### config.mk
export PLATFORM = sky130hd
export DESIGN_NAME = bsg_fifo_1r1w_commit
export DESIGN_NICKNAME = d
export VERILOG_FILES = /design/src/rtl/bsg_fifo_1r1w_commit.sv
export SDC_FILE = /design/constraint.sdc
export NUM_CORES = 1
export LEC_CHECK = 0
export CAP_MARGIN = 20
export CELL_PAD_IN_SITES_DETAIL_PLACEMENT = 1
export CELL_PAD_IN_SITES_GLOBAL_PLACEMENT = 2
export CORE_MARGIN = 2
export CORE_UTILIZATION = 40
export CTS_BUF_LIST = sky130_fd_sc_hd__clkbuf_4 sky130_fd_sc_hd__clkbuf_8
export DETAILED_ROUTE_END_ITERATION = 10
export DONT_BUFFER_PORTS = 1
export GPL_TIMING_DRIVEN = 0
export PLACE_DENSITY = 0.67
export SYNTH_ARGS = -nofsm -noshare
export SYNTH_HDL_FRONTEND = slang
export SYNTH_SLANG_ARGS = --single-unit
export TNS_END_PERCENT = 50
### constraint.sdc
create_clock -name clk_i -period 2.76 [get_ports clk_i]
set_input_delay 0.138 -clock clk_i [delete_from_list [all_inputs] [get_ports clk_i]]
set_output_delay 0.138 -clock clk_i [all_outputs]
set_load 0.01 [all_outputs]
### src/rtl/bsg_fifo_1r1w_commit.sv
// FIFO with a speculative write side: enqueued entries stay invisible to the
// reader until committed, and a squash rewinds the write pointer to the last commit.
module bsg_fifo_1r1w_commit #(
  parameter int width_p = 8,
  parameter int els_p   = 4,
  localparam int ptr_width_lp = $clog2(els_p)
) (
  input  logic                    clk_i,
  input  logic                    reset_n_i,
  input  logic [width_p-1:0]      data_i,
  input  logic                    v_i,
  output logic                    ready_o,
  input  logic                    commit_v_i,
  input  logic                    squash_v_i,
  output logic [width_p-1:0]      data_o,
  output logic                    v_o,
  input  logic                    yumi_i,
  output logic [ptr_width_lp:0]   pending_count_o,
  output logic [ptr_width_lp:0]   committed_count_o
);

  typedef logic [ptr_width_lp:0] ptr_t;

  ptr_t wptr_r, cptr_r, rptr_r;
  ptr_t wptr_next, cptr_next, rptr_next, wptr_plus;

  logic full, empty, enq, deq;
  logic [width_p-1:0] mem_r [els_p];

  // Full compares against the read pointer, not the commit pointer: pending
  // entries occupy storage even though the reader cannot see them yet.
  assign full  = (wptr_r[ptr_width_lp-1:0] == rptr_r[ptr_width_lp-1:0])
              && (wptr_r[ptr_width_lp] != rptr_r[ptr_width_lp]);
  assign empty = (rptr_r == cptr_r);

  assign ready_o = ~full & ~squash_v_i;
  assign enq     = v_i & ready_o;
  assign deq     = yumi_i;
  assign v_o     = ~empty;

  assign wptr_plus = wptr_r + ptr_t'(enq);
  assign rptr_next = rptr_r + ptr_t'(deq);
  assign cptr_next = commit_v_i ? wptr_plus : cptr_r;
  // Squash rewinds to the post-commit point, so commit+squash leaves wptr in place.
  assign wptr_next = squash_v_i ? cptr_next : wptr_plus;

  always_ff @(posedge clk_i or negedge reset_n_i) begin
    if (!reset_n_i) begin
      wptr_r <= '0;
      cptr_r <= '0;
      rptr_r <= '0;
    end else begin
      wptr_r <= wptr_next;
      cptr_r <= cptr_next;
      rptr_r <= rptr_next;
    end
  end

  always_ff @(posedge clk_i) begin
    if (enq) mem_r[wptr_r[ptr_width_lp-1:0]] <= data_i;
  end

  assign data_o = mem_r[rptr_r[ptr_width_lp-1:0]];

  assign pending_count_o   = wptr_r - cptr_r;
  assign committed_count_o = cptr_r - rptr_r;

  localparam logic [ptr_width_lp+1:0] els_lp = (ptr_width_lp+2)'(els_p);
  logic [ptr_width_lp+1:0] occupancy;
  assign occupancy = {1'b0, pending_count_o} + {1'b0, committed_count_o};

  a_no_yumi_when_empty: assert property (@(posedge clk_i) disable iff (!reset_n_i)
    !(yumi_i && !v_o));
  a_occupancy_bound: assert property (@(posedge clk_i) disable iff (!reset_n_i)
    occupancy <= els_lp);

endmodule

==> results.md <==
* Total Negative Setup Slacks at 0 ps
* Placed inst area at 1900 µm²
* Critical path class: reg2reg
* TritonRoute pass-1 iters at 4
* CTS tree: yes
* Synth Instances at 99
* Worst min path class: in2reg
* Antenna violations before repair at 0
* Maximum capacitance violations at 0
* GRT Util Overall at 13.9%
* Worst skew pair latency at 290 ps
* Syn nets at 122
* Final setup viols at 0
* Synth unique cells at 23
* Pre-CTS WS at 447 ps
* Total of warnings raised by yosys at 0
* Die X at 71.3 µm
* Via count at 911
* FF-to-FF path depth at 6
* Syn Area/Cell at 18.3 µm²
* Sequential element share of the synthesized area at 65.6%
* FF-to-FF Start: rptr_r[2]
* Asr flop ratio synth at 22.0%
* Final Slew Violations at 0
* Gpl congestion at 0.686
* Final WL at 3120 µm
* Reg clk slew, reported paths at 70 ps
* 1st-iter DRT viols at 36
* Minimum clock period at 2320 ps
* Crit path DAT at 2480 ps
* Ratio of cells with drive above 1 in the final layout at 25.2%
* Initial Util at 41.6%
* Worst hold stages at 1
* PortBufs at 0
* Pleak at 0.765 nW
* Worst setup EP type: register
* HP Start: squash_v_i
* Clock skew at 11.5 ps
* Fmax at 431 MHz
* Cell row count at 24
* R2r endpoint: wptr_r[1]
* CTS buffer count at 5
* CP dominant cell by count: ha_1
* PwrDens at 1080 nW/µm²
* Root buf cell: clkbuf_8
* Actual slew at the worst max-slew pin at 860 ps
* Largest net degree at the start of global routing at 13
* GRT Residual Overflow at 0
* Post-synth EDFFs at 32
* Synthesized area at 1810 µm²
* Vias in the first global route at 1,006
* Crit path required time at 2920 ps
* Max-slew headroom at 42.6%
* Crit-path max FO at 6
* Crit start category: register
* Height of the chip at 71.3 µm
* Num ports at 30
* Final hold violations at 0
* N_diodes at 0
* Final Cell Area at 2110 µm²
* Main synth FF type: edfxtp_1
* Peak supply drop at 0.000413 V
* Clock Tree Buf Depth at 2
* Sink Count at 41
* Status: complete, no violations
* Global-route wire length before repair at 5100 µm
* Crit path largest cell delay at 560 ps
* DR DRC count at 0
* CP max-delay cell: xor2_1
* Nets at 141
* Die ar. at 5080 µm²
* Drt wl/cell at 18.2 µm
* RSZ-0062 raised after global routing: false
* Final ANT Viol Nets at 0
* Detail Placement HPWL at 2190 µm
* CP cell instances: xor2_1 > a31oi_1 > ha_1 > ha_1 > mux2_4 > mux2_2
* Layout area overhead at 16.5%
* Total core area at 4350 µm²
* H-tree levels at 2
* Number of synthesized register bits at 41
* Final WS setup at 442 ps
* Final period util at 84.0%
* R2r setup slk at 440 ps
* WHS Endpoint: wptr_r[0]
* Via density at 5.33
==> routing by layer <==
| metal | global-route usage (%) | vias up | wire (µm) |
|---|---|---|---|
| met5 | 0 | - | 0 |
| met4 | 5.03 | 0 | 46 |
| met3 | 4.78 | 6 | 165 |
| met2 | 24.5 | 23 | 1620 |
| met1 | 15.7 | 468 | 1280 |
| li1 | - | 414 | - |
==> cells in the mapped netlist, types with 2 or more instances <==
cell	number	area (µm²)
nand2b_1	2	12.5
edfxtp_1	32	961
xnor2_2	2	32.5
inv_1	9	33.8
fa_1	2	40.0
dfrtp_1	9	225
mux2_2	2	22.5
mux2_4	2	30.0
ha_1	7	87.6
a21oi_1	2	10.0
buf_6	2	22.5
xor2_1	2	17.5
a31oi_1	2	12.5
mux4_2	8	180
xnor2_1	5	43.8
a311oi_1	4	35.0
==> metrics by stage <==
| stage | hold slack (ps) | total power, mW | cells | util (%) |
|---|---|---|---|---|
| 2_1_floorplan | -158 | 1.67 | 99 | - |
| 3_3_place_gp | -157 | 1.83 | 151 | 43.0 |
| 3_5_place_dp | -157 | 1.90 | 151 | 43.6 |
| 4_1_cts | 1.38 | 2.32 | 171 | 48.4 |
| 5_1_grt | 3.85 | 2.44 | 171 | 48.4 |
| 6_report | 13.7 | 2.27 | 171 | 48.4 |
==> cell usage in the layout, fill, tap and decap left out, types with 4 or more instances in the layout <==
| master | synthesis | layout |
|---|---|---|
| inv_1 | 9 | 9 |
| a311oi_2 | 0 | 4 |
| edfxtp_1 | 32 | 32 |
| mux4_2 | 8 | 8 |
| dfrtp_1 | 9 | 9 |
| dlygate4sd3_1 | 0 | 12 |
| xnor2_1 | 5 | 5 |
| ha_1 | 7 | 7 |
| clkbuf_8 | 0 | 5 |
==> cell families (layout without fill, tap and decap cells) <==
kind of cell / Yosys count / count (layout) / synth area share [%]
AND/OR/NAND/NOR: 9 / 9 / 3.04
multiplexers: 12 / 12 / 12.9
buffers and inverters: 11 / 31 / 3.11
AO/OA/AOI/OAI: 8 / 8 / 3.18
XOR/XNOR: 9 / 9 / 5.19
flip-flops: 41 / 41 / 65.6
adder cells (fa/ha/maj): 9 / 9 / 7.05
==> timing repair <==
action | CTS | global route
hold buffers | 12 | 0
setup buffers | 0 | 0
gates resized for setup | 0 | 0
endpoints found under the hold margin | 44 | 0
==> area by class of cell <==
type	instances	area, µm²
clock inverter	1	5.00
buffer	2	22.5
clock buffer	7	83.8
inverter	9	33.8
sequential	41	1190
timing repair buffer	12	120
tap	52	65.1
multi-input combinational	47	592
fill	407	2250
==> power breakdown <==
part           switching (mW)  leakage, nW  internal [mW]
logic                   0.556        0.322          0.418
registers               0.110        0.393          0.798
clock network           0.189       0.0491          0.197
==> worst max-delay path: cells and delay by family, from the launching register on <==
| kind | cells | cell delay (ps) |
|---|---|---|
| compound gates | 1 | 190 |
| mux | 2 | 520 |
| flops | 1 | 420 |
| xor+xnor | 1 | 560 |
| fa+ha+maj | 2 | 500 |
==> flip-flops by register name, indices dropped and copies added (netlist names) <==
signal and flops:
wptr_r 3, rptr_r 3, cptr_r 3, mem_r 32
==> how the worst max path moves through the flow <==
stage	to	cells after the start	start
3_5_place_dp	wptr_r[1]	6	rptr_r[2]
4_1_cts	wptr_r[1]	6	rptr_r[2]
6_report	wptr_r[1]	6	rptr_r[2]
5_1_grt	wptr_r[1]	6	rptr_r[2]
3_3_place_gp	mem_r[0][2]	3	rptr_r[1]
2_1_floorplan	wptr_r[1]	7	rptr_r[1]
(Power assumes the default switching activity.)
